--- src/rtl/spawn_scheduler.sv ---
// spawn_scheduler
// ---------------
// Paces alien spawns into event_core while the game is in the in-game scene.
// On every level start it latches a spawn interval (in 0.1 s ticks) and a
// spawn quota derived from the level number. It then raises one spawn request
// per interval, stalls while the object table is full, and holds each request
// until event_core acknowledges it.
//
// Ports
//   clk           in   system clock (100 MHz)
//   rst           in   synchronous active-high reset
//   level_start   in   one-cycle pulse on entry to the in-game scene; (re)arms
//   en            in   high while the in-game scene is active
//   cur_level     in   level number, sampled only on level_start
//   object_count  in   live objects reported by event_core
//   spawn_ack     in   one-cycle pulse: event_core latched the spawn
//   spawn_req     out  spawn request, held until acknowledged
//   spawns_done   out  quota for this level fully issued
//   spawn_index   out  spawns acknowledged so far this level
//   sched_state   out  FSM state (IDLE=0, WAIT=1, REQ=2, DONE=3)

module spawn_scheduler #(
  parameter int unsigned TICK_CYCLES = 10_000_000,
  parameter int unsigned OBJ_LIMIT   = 8
) (
  input  logic       clk,
  input  logic       rst,
  input  logic       level_start,
  input  logic       en,
  input  logic [3:0] cur_level,
  input  logic [3:0] object_count,
  input  logic       spawn_ack,
  output logic       spawn_req,
  output logic       spawns_done,
  output logic [4:0] spawn_index,
  output logic [1:0] sched_state
);

  typedef enum logic [1:0] {
    S_IDLE = 2'd0,
    S_WAIT = 2'd1,
    S_REQ  = 2'd2,
    S_DONE = 2'd3
  } state_t;

  localparam int unsigned   TW        = (TICK_CYCLES > 1) ? $clog2(TICK_CYCLES) : 1;
  localparam logic [TW-1:0] TICK_LAST = TW'(TICK_CYCLES - 1);

  state_t        state, next_state;
  logic [TW-1:0] tick_cnt;
  logic [5:0]    interval_cnt;
  logic [5:0]    interval_q;
  logic [4:0]    quota_q;

  // Per-level parameters, computed from cur_level and latched on level_start.
  logic [5:0] four_l, two_l, quota_sum, interval_next;
  logic [4:0] quota_next;
  logic       has_room, tick, enter_wait;
  logic [4:0] index_inc;

  // NOTE: every signal assigned in an always_comb gets a default at the top
  // of the block, so no path leaves it unassigned and no latch is inferred.
  always_comb begin
    four_l        = {cur_level, 2'b00};
    two_l         = {1'b0, cur_level, 1'b0};
    quota_sum     = 6'd6 + two_l;
    // Compare before subtracting: 50 - 4L only evaluated when it stays >= 20.
    interval_next = (four_l > 6'd30) ? 6'd20 : (6'd50 - four_l);
    quota_next    = (two_l > 6'd24) ? 5'd30 : quota_sum[4:0];
  end

  assign has_room  = ({28'd0, object_count} < OBJ_LIMIT);
  assign tick      = (state == S_WAIT) && (tick_cnt == TICK_LAST);
  assign index_inc = spawn_index + 5'd1;

  // Next-state logic; priority is level_start, then !en, then normal flow.
  always_comb begin
    next_state = state;
    if (level_start) begin
      next_state = S_WAIT;
    end else if (!en) begin
      next_state = S_IDLE;
    end else begin
      case (state)
        S_IDLE: next_state = S_IDLE;
        S_WAIT: if (interval_cnt == interval_q && has_room) next_state = S_REQ;
        S_REQ:  if (spawn_ack) next_state = (index_inc == quota_q) ? S_DONE : S_WAIT;
        S_DONE: next_state = S_DONE;
        default: next_state = S_IDLE;
      endcase
    end
  end

  // Counters restart on every entry to WAIT, including a re-arm while in WAIT.
  assign enter_wait = (next_state == S_WAIT) && ((state != S_WAIT) || level_start);

  // NOTE: sequential state uses non-blocking assignments only, so every flop
  // samples the pre-edge values and ordering between blocks cannot matter.
  always_ff @(posedge clk) begin
    if (rst) begin
      state        <= S_IDLE;
      tick_cnt     <= '0;
      interval_cnt <= '0;
      interval_q   <= '0;
      quota_q      <= '0;
      spawn_index  <= '0;
      spawn_req    <= 1'b0;
      spawns_done  <= 1'b0;
    end else begin
      state       <= next_state;
      // Outputs registered from next_state so they line up with the state.
      spawn_req   <= (next_state == S_REQ);
      spawns_done <= (next_state == S_DONE);

      if (level_start) begin
        interval_q  <= interval_next;
        quota_q     <= quota_next;
        spawn_index <= '0;
      end else if (!en) begin
        spawn_index <= '0;
      end else if (state == S_REQ && spawn_ack) begin
        spawn_index <= index_inc;
      end

      if (enter_wait) begin
        tick_cnt     <= '0;
        interval_cnt <= '0;
      end else if (state == S_WAIT) begin
        tick_cnt <= tick ? '0 : tick_cnt + 1'b1;
        // Saturates at the interval; a full table holds it there (stall).
        if (tick && interval_cnt < interval_q) interval_cnt <= interval_cnt + 6'd1;
      end
    end
  end

  assign sched_state = state;

endmodule
--- config.mk ---
export PLATFORM = sky130hd
export DESIGN_NAME = spawn_scheduler
export DESIGN_NICKNAME = d
export VERILOG_FILES = /design/src/rtl/spawn_scheduler.sv
export SDC_FILE = /design/constraint.sdc
export NUM_CORES = 1
export LEC_CHECK = 0
export CAP_MARGIN = 20
export CORE_ASPECT_RATIO = 1.25
export CORE_UTILIZATION = 40
export CTS_BUF_LIST = sky130_fd_sc_hd__clkbuf_8
export DETAILED_ROUTE_END_ITERATION = 10
export GPL_ROUTABILITY_DRIVEN = 0
export MAX_ROUTING_LAYER = met4
export SLEW_MARGIN = 25
export SYNTH_ARGS = -nofsm -noshare
export SYNTH_HDL_FRONTEND = slang
export SYNTH_SLANG_ARGS = --single-unit
--- constraint.sdc ---
create_clock -name clk -period 2.8 [get_ports clk]
set_input_delay 0.56 -clock clk [delete_from_list [all_inputs] [get_ports clk]]
set_output_delay 0.56 -clock clk [all_outputs]
set_load 0.005 [all_outputs]
After elaboration in Yosys (flattened, before gate mapping) --
Cells that the tools add are included.
Cells by class: add/sub/neg operators 5, magnitude comparators 4, equality and inequality tests 10, mux-type cells 9, bitwise gates (word level) 1, reductions and logical operators 10
Operators with widths (number):
- 24-bit by 1-bit adder with 24-bit output, second input constant | 1
- 24-bit equality test, second input constant | 1
- 24-bit 2-to-1 mux | 1
- 2-bit 2-to-1 mux | 5
- 2-bit equality test, second input constant | 4
- 2-bit case mux with 4 select lines | 1
- 6-bit by 1-bit adder with 6-bit output, second input constant | 1
- 6-bit equality test | 1
- 6-bit by 5-bit > comparator with 1-bit output, second input constant | 1
- 6-bit < comparator | 1
- 6-bit 2-to-1 mux | 1
- 6-bit subtractor, first input constant | 1
- 3-bit by 5-bit adder with 5-bit output, first input constant | 1
- 5-bit by 1-bit adder with 5-bit output, second input constant | 1
- 5-bit equality test | 1
- 5-bit > comparator, second input constant | 1
- 1-bit logical AND | 5
- 5-bit 2-to-1 mux | 1
- 2-bit by 1-bit equality test with 1-bit output, second input constant | 2
- 4-bit < comparator, second input constant | 1
- 3-bit OR reduction | 1
- 2-bit zero test | 1
- 2-bit by 1-bit inequality test with 1-bit output, second input constant | 1
- 2-bit AND reduction | 1
- other kinds (3) | 3
Storage, ports and cells: register bits 50, input port bits 13, output and inout bits 9

Depth between registers and ports, before layout --
Gate-level depths: netlist (run 1).
depth in word-level cells 10, depth in mapped cells 8, depth with buffers taken out 7

Least setup slack after synthesis (run 1) --
Ideal clock, no wire load.
path type register to register, from reg tick_cnt[0], to reg interval_cnt[5], library setup time 70 ps, data arrival time 2025 ps, slack 704 ps, cell stages (with the launch flop) 7, path buffers 0, cells stage by stage dfxtp_1 -> ha_1 -> nand3b_1 -> or2_2 -> or3_4 -> or4_1 -> a21oi_1
On the way: cells in the longest elaborated chain, start to end 4
Ends and longest elaborated chain:
- from (decl) | line 50 | logic [TW-1:0] tick_cnt;
- from (signal assigned) | line 129 | tick_cnt <= tick ? '0 : tick_cnt + 1'b1;
- 24-bit equality test | line 73 | assign tick = (state == S_WAIT) && (tick_cnt == TICK_LAST);
- 1-bit logical AND | line 73
- 1-bit logical AND | line 131 | if (tick && interval_cnt < interval_q) interval_cnt <= interval_cnt + 6'd1;
- 2-bit AND reduction (no line)
- to (signal assigned) | line 131
- to (decl) | line 51 | logic [5:0] interval_cnt;
No other way between the ends. A chain may end at the register's enable or synchronous reset.

Final worst setup path (run 1) --
from reg tick_cnt[0], to reg interval_cnt[4]
The elaborated chain is that of the path after synthesis.

==> impl_metrics.toml, run 1 <==
[synth]
synth_cell_types = 44
ys_seq_elements = 48
ys.flop_type = "dfxtp_1"
synth_seq_area_share_pct = 40.3
synth_edf_count = 0
synth_cells = 285
synth_area_leader_cell = "dfxtp_1"
yosysWarnings = 0
synth.avg_cell_area_um2 = 8.37
async_flop_share_pct = 0
synth_fp_nets = 308
synth.area.top_cells = "dfxtp_1 40%, nor2_1 7.1%, xnor2_1 6.6%"
synth_top_area_share_pct = 40.3
syn_area_um2 = 2380

[timing]
tns_ns = 0
finalCriticalPeriod_ns = 2.37
grt_setup_unrepaired = "false"
fin_skew_ns = 0.0120
setup_violations = 0
clock.fmax_mhz = 422
worst_slew_pin_slew_ns = 0.536
max_slew_margin_pct = 63.9
finalCritPeriodShare_pct = 84.6
drv_slew = 0
hold_viol_final = 0

[power_and_ir_drop]
internal-power_mw = 1.03
combPwrFrac_pct = 7.0
power.density_nw_per_um2 = 480
irDropWorstVdd_mv = 0.259
power_leakage_nw = 0.916
netSwitchingFraction_pct = 22.2
switchingPower_uw = 294
p_seq_share_pct = 53.1
p_clk_share_pct = 39.9

[place]
post-dp-hpwl_mm = 3.43
numPortBuffers = 18

[setup_path]
cp-end-kind = "register"
crit_path_max_fanout = 15
rr_worst_depth = 6
path_class = "register to register"
startpoint_type = "register"
crit_required_ns = 3.03
arrival_ns = 2.60

[floorplan]
die_w_um = 71.1
core_um2 = 5780
start_util_pct = 41.3
floorplan.die.height_um = 88.3
io_pins = 22
die_area_um2 = 6280
rows = 31

[drt]
viasPerCell = 5.32
drt-total-wl_mm = 4.69
wl_per_cell_um = 12.6
highest-signal-layer = "met4"
first_pass_iters = 4
drt_iter0_drc = 71
postRouteAntennaNets = 0
wl_met3_um = 141
wl_met2_mm = 2.36
vias = 1972
drc = 0
wl_met1_mm = 2.14

[global_routing]
antenna_found_initial = 0
grt_max_degree = 21
grt_pass1_wl_mm = 8.13
grt_overflow = 0
grt_pass1_vias = 1844
grtUsageTotal_pct = 16.9

[run]
cap_violations = 0

[finish]
final_core_util_pct = 47.7
fillers = 591
nets = 327
drive_gt1_share_pct = 4.92
antenna_cells = 0
syn_to_final_growth_pct = 15.5

[cts]
htree_levels = 2
cts.sinks = 48
cts_buffer_depth = 2
clk-insertion-delay-late_ns = 0.30
postCtsHoldBufs = 0
ctsResizeCount = 0
cts_buffers = 5
cts_root_buf = "clkbuf_8"
clk_pin_slew_ns = 0.10
cts_tree = "built"
post_cts.repair.setup_buffers = 0

[run_status]
status = "completed"

[min_path]
hold_class = "register to register"
holdPathStages = 2
-- layout by cell type (no fill, tap or decap), types with 4 or more instances in the layout --
master,instances
a211oi_1,7
a21oi_1,14
buf_4,4
clkbuf_8,6
clkdlybuf4s50_1,18
dfxtp_1,48
ha_1,10
inv_1,16
nand2_1,18
nand3_1,13
nand4_1,7
nor2_1,45
nor3_1,5
nor4_1,6
o21ai_1,5
o31ai_1,4
or3_1,5
or4_1,5
xnor2_1,18
xor2_1,12
-- final timing paths --
kind	startpoint	to	slack [ns]
setup / recovery	tick_cnt[0]	interval_cnt[4]	0.43
hold reg to reg	interval_q[1]	interval_q[1]	0.49
setup reg to reg	tick_cnt[0]	interval_cnt[4]	0.43
hold / removal	interval_q[1]	interval_q[1]	0.49
-- area by class of cell --
| class | instances | area [um2] | share of cell area (%) |
|---|---|---|---|
| Clock inverter | 2 | 38.8 | 1.41 |
| Multi-Input combinational cell | 210 | 1320 | 47.8 |
| Sequential cell | 48 | 961 | 34.9 |
| Clock buffer | 6 | 82.6 | 3.00 |
| Tap cell | 66 | 82.6 | 3.00 |
| Inverter | 17 | 63.8 | 2.32 |
| Timing Repair Buffer | 22 | 210 | 7.63 |
-- critical path, cell delays in order, from the launching register on --
cell	delay, ns
dfxtp_1	0.40
ha_1	0.19
nand3b_1	0.16
or2_2	0.37
or3_4	0.49
or4_1	0.52
a21oi_1	0.15
-- logic make-up after synthesis --
family / count (synthesis) / share of synthesized area, %
AND/OR/NAND/NOR: 125 / 26.9
adder cells (fa/ha/maj): 10 / 5.25
XOR/XNOR: 30 / 11.0
multiplexers: 1 / 0.420
flip-flops: 48 / 40.3
AO/OA/AOI/OAI: 44 / 11.6
buffers and inverters: 27 / 4.56
-- per-stage QoR --
| stage | hold WS (ns) | setup WS, ns | instance area, um2 | total power [mW] | cells |
|---|---|---|---|---|---|
| 2_1_floorplan | 0.456 | 0.704 | 2380 | 0.776 | 285 |
| 3_3_place_gp | 0.473 | 0.515 | 2630 | 0.810 | 363 |
| 3_5_place_dp | 0.477 | 0.456 | 2630 | 0.812 | 363 |
| 4_1_cts | 0.489 | 0.420 | 2750 | 1.34 | 371 |
| 5_1_grt | 0.525 | 0.275 | 2750 | 1.38 | 371 |
| 6_report | 0.485 | 0.431 | 2750 | 1.32 | 371 |
-- metal layers --
layer  global-route usage (%)  vias up
met4                     4.91        0
li1                         -     1030
met3                     3.42        6
met1                     18.7      902
met5                        -        -
met2                     30.8       34
-- sequential cells by signal, indices dropped and copies added (netlist names) --
name          flops
interval_cnt      6
sched_state       2
tick_cnt         24
interval_q        5
spawn_index       5
spawns_done       1
quota_q           4
spawn_req         1
-- synthesized netlist by cell type, types with 2 or more instances --
cell type  instances
dfxtp_1           48
a21o_1             2
nor2_1            45
and4_1             2
a21oi_1           14
o21a_1             2
or3_1              5
o211ai_1           2
a211oi_1           7
xnor2_1           18
nand2b_1           3
o21ai_0            3
clkbuf_1           9
nand3_1           13
or4_1              5
xor2_1            12
o31ai_1            4
nor4_1             6
nand3b_1           2
nand4_1            7
ha_1              10
inv_1             16
nor3_1             5
nor2b_1            3
nand2_1           18
nor4b_1            2
o21ai_1            5
-- power groups by stage --
stage | sequential (mW) | clock [mW] | combinational, mW
6_report | 0.701 | 0.527 | 0.0931
5_1_grt | 0.703 | 0.575 | 0.106
4_1_cts | 0.702 | 0.546 | 0.0949
3_5_place_dp | 0.718 | 0 | 0.0946
3_3_place_gp | 0.718 | 0 | 0.0926
2_1_floorplan | 0.715 | 0 | 0.0603
(Power assumes the default switching activity.)
==> inputs of run 2 (changes only) <==
Clock period 2.8 ns to 2.25 ns, I/O delays scaled along.
==> impl_metrics.toml, run 2 (synthesis results as in run 1) <==
[timing]
hold_viol_final = 0
worst_slack_ns = 0.113
max_slew_margin_pct = 67.5
worst_slew_pin_slew_ns = 0.483
finalCritPeriodShare_pct = 95.0
drv_slew = 0
fin_skew_ns = 0.00968
finalCriticalPeriod_ns = 2.14
clock.fmax_mhz = 468
setup_violations = 0

[finish]
syn_to_final_growth_pct = 19.6
reg_top3 = "tick_cnt: 24 flops, interval_cnt: 6 flops"
multi_input_area_um2 = 1330
top_register = "tick_cnt"
antenna_cells = 0
final_common_cell = "dfxtp_1"
fin_area_um2 = 2850
final_cell_mix = "46 x dfxtp_1, 45 x nor2_1"
fillers = 555
regArea_um2 = 963
drive_gt1_share_pct = 10.6
nets = 342
largest_reg_flops = 24

[setup_path]
path_class = "register to register"
worstPathCellList = "nand2_1, or4b_1, or3_4, or4_1, a21oi_1"
startpoint_type = "register"
cp-end-kind = "register"
critical_path.top_delay_family = "simple AND/OR/NAND/NOR gates"
slowest_delay_ns = 0.51
crit_path_max_fanout = 8
cp_slowest_cell = "or4_1"
reg2reg_from = "tick_cnt[19]"
cp-startpoint = "tick_cnt[19]"
crit_required_ns = 2.48
arrival_ns = 2.37
path_buf_inv = 0

[cts]
clk-insertion-delay-late_ns = 0.30
htree_levels = 2
cts_root_buf = "clkbuf_8"
cts_buffer_depth = 2
cts_tree = "built"
cts.sinks = 48
cts_buffers = 5
clk_pin_slew_ns = 0.09

[drt]
drc = 0
postRouteAntennaNets = 0
wl_met2_mm = 2.42
highest-signal-layer = "met4"
wl_met1_mm = 2.19
drt_iter0_drc = 76
wl_met3_um = 140
viasPerCell = 5.23
wl_per_cell_um = 12.4
vias = 2020
drt-total-wl_mm = 4.79
first_pass_iters = 4

[floorplan]
core_um2 = 5780
io_pins = 22
die_w_um = 71.1
rows = 31
die_area_um2 = 6280
start_util_pct = 41.3
floorplan.die.height_um = 88.3

[global_routing]
antenna_found_initial = 0
grt_pass1_wl_mm = 8.00
grt_overflow = 0
grtUsageTotal_pct = 16.6
grt_max_degree = 21
grt_pass1_vias = 1802

[power_and_ir_drop]
power.density_nw_per_um2 = 534
irDropWorstVdd_mv = 0.254
power_leakage_nw = 0.980

[place]
post-dp-hpwl_mm = 3.43
numPortBuffers = 18
pre_cts_slack_ns = 0.0827
place_area_um2 = 2730

[run_status]
status = "completed"

[min_path]
hp-start = "interval_q[1]"
hold_class = "register to register"

[run]
cap_violations = 0
run 2: cell types whose count changed in the layout (fill, tap and decap cells not counted), sizes merged:
cell and delta:
inv +1, buf +14, bufinv -1, clkinvlp +1
clkbuf +1, clkinv -1
run 2: path summary, 6_finish.rpt:
path / endpoint / slack (ns) / depth (start not counted)
worst min register to register: interval_q[1] / 0.49 / 2
worst min-delay path: interval_q[1] / 0.49 / 2
worst max-delay path: interval_cnt[5] / 0.11 / 5
worst max register to register: interval_cnt[5] / 0.11 / 5
run 2: worst min-delay path: cells and delay by family, from the launching register on:
kind             cells  cell delay (ns)
AND/OR/NAND/NOR      1             0.08
AO/OA/AOI/OAI        1             0.04
flip-flops           1             0.32
run 2: metrics by stage:
| stage | cells | hold WS [ns] | util [%] | power, mW | setup TNS, ns |
|---|---|---|---|---|---|
| after floorplan | 285 | 0.456 | - | 0.965 | 0 |
| after global routing | 386 | 0.514 | 49.4 | 1.60 | -0.00783 |
| after global placement | 376 | 0.472 | 47.2 | 1.02 | 0 |
| after CTS | 384 | 0.490 | 48.9 | 1.54 | 0 |
| final | 386 | 0.487 | 49.4 | 1.52 | 0 |
| after detailed placement | 376 | 0.477 | 47.2 | 1.02 | 0 |
run 2: what timing repair did:
| item | in CTS | in global routing |
|---|---|---|
| buffers inserted | 0 | 2 |
| endpoints found under the setup margin | 0 | 3 |
| gates resized for setup | 0 | 5 |
| hold buffers | 0 | 0 |
run 2: where the power goes:
group	internal, mW	leakage (nW)	switching (mW)
combinational	0.0588	0.541	0.0664
sequential	0.862	0.390	0.00889
clock	0.246	0.0486	0.282
run 2: final cells by class:
| cell class | instances | area share, % |
|---|---|---|
| clock inverters | 2 | 0.395 |
| repair buffers | 37 | 11.3 |
| flip-flops and latches | 48 | 33.8 |
| well taps | 66 | 2.89 |
| multi-input cells | 210 | 46.5 |
| clock buffers | 6 | 2.89 |
| inverters | 17 | 2.24 |
run 2: layer usage:
layer | up-vias | global-route usage [%]
li1 | 1062 | -
met5 | - | -
met1 | 925 | 18.5
met4 | 0 | 4.36
met2 | 27 | 30.1
met3 | 6 | 3.64
==> RTL edit 1: new RTL, flow settings as in run 1 <==
Set the parameter `OBJ_LIMIT` to 6 (it was 8).
--- a/src/rtl/spawn_scheduler.sv
+++ b/src/rtl/spawn_scheduler.sv
@@ -23,3 +23,3 @@
   parameter int unsigned TICK_CYCLES = 10_000_000,
-  parameter int unsigned OBJ_LIMIT   = 8
+  parameter int unsigned OBJ_LIMIT   = 6
 ) (
Function: same outputs for any inputs over 10 cycles, from zero or initial values and one cycle with rst high; that may be too few to reach the edited logic, so the function may still have changed.
==> RTL edit 1 against run 1 <==
Clock power fell by 29%. Design area is 2.4% higher. Global-route usage rose by 0.80 points. Die area increased by 2.9%. Total power is 11% lower. Sequential cell count stayed put. Combinational power increased by 4.7%. Setup slack gained 0.26 ns. Synthesized area is 3.0% higher. Routed wire length grew 8.7%. Count of clock-buffer cells in the layout decreased by 1. Hold slack got worse by 0.013 ns.
==> RTL edit 1: results <==
status:
  status: "completed"
worst_setup_path:
  crit_end: "interval_cnt[5]$_SDFFE_PP0P_"
  r2r_slack_ns: 0.69
  critical_path.max_stage_delay_ns: 0.55
  cp.arrival_ns: 2.34
  cp_max_fo: 11
logic_synthesis:
  ys_top_cells_by_area: "dfxtp_1 (39%), xor2_1 (8.2%), nor2_1 (6.4%), ha_1 (5.1%), nand2_1 (3.4%)"
  yosysUniqueCellTypes: 43
  synth_xor_area_share_pct: 11.1
  synth_compound_area_share_pct: 10.7
  synth_fp_nets: 313
  syn-instance-count: 290
  synthMuxAreaShare_pct: 0.408
  seq_area_frac_synth_pct: 39.1
  synthAdderAreaFrac_pct: 5.09
  synth_common_cells: "dfxtp_1 (48), nor2_1 (42), xor2_1 (23)"
final_layout:
  fin_nets: 335
  fillCellCount: 575
  synthToLayoutAreaGrowth_pct: 14.8
  reg_top3: "tick_cnt (24), interval_cnt (6)"
  stdcell_count: 392
  layout-drive-gt1-share_pct: 4.84
global_routing:
  grt_pass1_wl_um: 8730
  grt_use_total_pct: 17.7
  use_met3_pct: 3.01
  first_global_vias: 1908
  use_met2_pct: 29.5
  use_met1_pct: 21.1
placement:
  place_area_um2: 2750
  io_buffers: 20
  hpwl_um: 3720
routing:
  vias_per_cell: 5.15
  wl_met1_um: 2400
  drtIter0Drc: 96
  wirelength_um: 5100
  met2_length_um: 2430
  wl_met3_um: 133
timing:
  period_share_pct: 75.4
  maxSlewHeadroom_pct: 59.0
  hold_slack_ns: 0.472
  clock_skew_ns: 0.00418
pwr:
  p_leak_nw: 0.998
  ir_drop_v: 0.000230
worst_hold_path:
  hold-path-endpoint: "interval_q[3]$_SDFFE_PP0P_"
  min_from: "interval_q[3]$_SDFFE_PP0P_"
cts:
  path_clk_slew_ns: 0.08
[RTL edit 1: cell types whose count changed after synthesis, sizes merged, moves of 2 or more]
cell | before | now
nand4 | 7 | 12
or3 | 6 | 4
nor3 | 5 | 2
nor2 | 45 | 42
nand2 | 18 | 22
inv | 17 | 10
nor4 | 6 | 3
nor4b | 2 | 4
xnor2 | 18 | 8
and3 | 1 | 10
and2 | 1 | 4
xor2 | 12 | 23
nand3 | 13 | 16
[RTL edit 1: report_power, final]
| group | switching (W) | total (W) | leakage, nW | internal [W] |
|---|---|---|---|---|
| clock | 0.000211 | 0.000373 | 0.0359 | 0.000162 |
| sequential | 0.00000919 | 0.000702 | 0.389 | 0.000693 |
| combinational | 0.0000528 | 0.0000975 | 0.573 | 0.0000448 |
[RTL edit 1: area by class of cell]
cell class	instances	share of cell area, %
Tap cell	82	3.64
Timing Repair Buffer	25	8.43
Clock buffer	5	2.44
Inverter	10	1.33
Multi-Input combinational cell	222	50.1
Sequential cell	48	34.1
==> RTL edit 2: new RTL, config.mk and constraints of run 1 <==
Made on the original files. Reset style: asynchronous (`rst`), changed in one clocked block. Comments in the files are not updated.
--- a/src/rtl/spawn_scheduler.sv
+++ b/src/rtl/spawn_scheduler.sv
@@ -98,3 +98,3 @@
   // samples the pre-edge values and ordering between blocks cannot matter.
-  always_ff @(posedge clk) begin
+  always_ff @(posedge clk or posedge rst) begin
     if (rst) begin
Formal check against the unedited RTL: differs if rst is asserted again (counterexample within 4 cycles, from zero or initial values and one cycle with rst high); with rst held inactive, the same outputs for 10 cycles.
==> RTL edit 2 against run 1 <==
Design area up 18%. Non-clock buffer count up 6. Routed wire length up 30%. Sequential cell count unchanged. Synthesized area up 18%. Setup slack worse by 0.070 ns. Largest power group unchanged. Hold slack better by 0.044 ns. Total power up 5.4%. Critical path type unchanged.
==> RTL edit 2: results <==
logic_synthesis:
  seq_area_frac_synth_pct: 42.8
  async_flop_share_pct: 100
  yosysUniqueCellTypes: 49
  synth_xor_area_share_pct: 5.61
  synth_common_cells: "dfrtp_1 (48), inv_1 (27), o21ai_0 (26)"
  ys_top_cells_by_area: "dfrtp_1 (43%), o21ai_0 (4.6%), ha_1 (4.5%), inv_1 (3.6%), nand3_1 (3.2%)"
  synthMuxAreaShare_pct: 1.51
  synthAdderAreaFrac_pct: 4.45
routing:
  vias: 2300
  wl_met1_um: 2840
  drtIter0Drc: 154
  wl_met3_um: 115
pwr:
  p_leak_nw: 1.36
  pwr-share-clk_pct: 38.7
  power_w: 0.00139
  swShare_pct: 24.2
global_routing:
  grt_max_degree: 27
  grt_pass1_wl_um: 11000
  grt_use_total_pct: 19.6
  use_met1_pct: 24.1
  use_met2_pct: 32.2
worst_hold_path:
  hold-path-endpoint: "interval_q[1]$_DFFE_PP0P_"
  min_from: "interval_q[1]$_DFFE_PP0P_"
  hold_path_depth: 1
worst_setup_path:
  cp.arrival_ns: 2.68
timing:
  clock_skew_ns: 0.0145
status:
  status: "completed"
final_layout:
  layout-drive-gt1-share_pct: 9.64
  fillCellCount: 639
[RTL edit 2: metrics by stage]
| step | setup WS, ns | std cells | util, % | hold WS (ns) |
|---|---|---|---|---|
| finish | 0.362 | 419 | 48.7 | 0.529 |
| global placement | 0.400 | 411 | 46.9 | 0.508 |
| global route | 0.212 | 419 | 48.7 | 0.550 |
| detailed placement | 0.361 | 411 | 46.9 | 0.510 |
| floorplan | 0.554 | 304 | - | 0.485 |
| CTS | 0.346 | 419 | 48.7 | 0.531 |
[RTL edit 2: final cells by class]
class	instances	area, um^2	share of cell area (%)
Clock inverter	2	38.8	1.19
Tap cell	87	109	3.34
Sequential cell	48	1200	36.9
Multi-Input combinational cell	221	1470	45.1
Timing Repair Buffer	28	255	7.83
Clock buffer	6	82.6	2.53
Inverter	27	101	3.11
[RTL edit 2: logic make-up after synthesis]
kind of cell	count (synthesis)
simple gates	123
buf+inv	35
flops	48
xor+xnor	18
mux	4
compound gates	66
fa+ha+maj	10
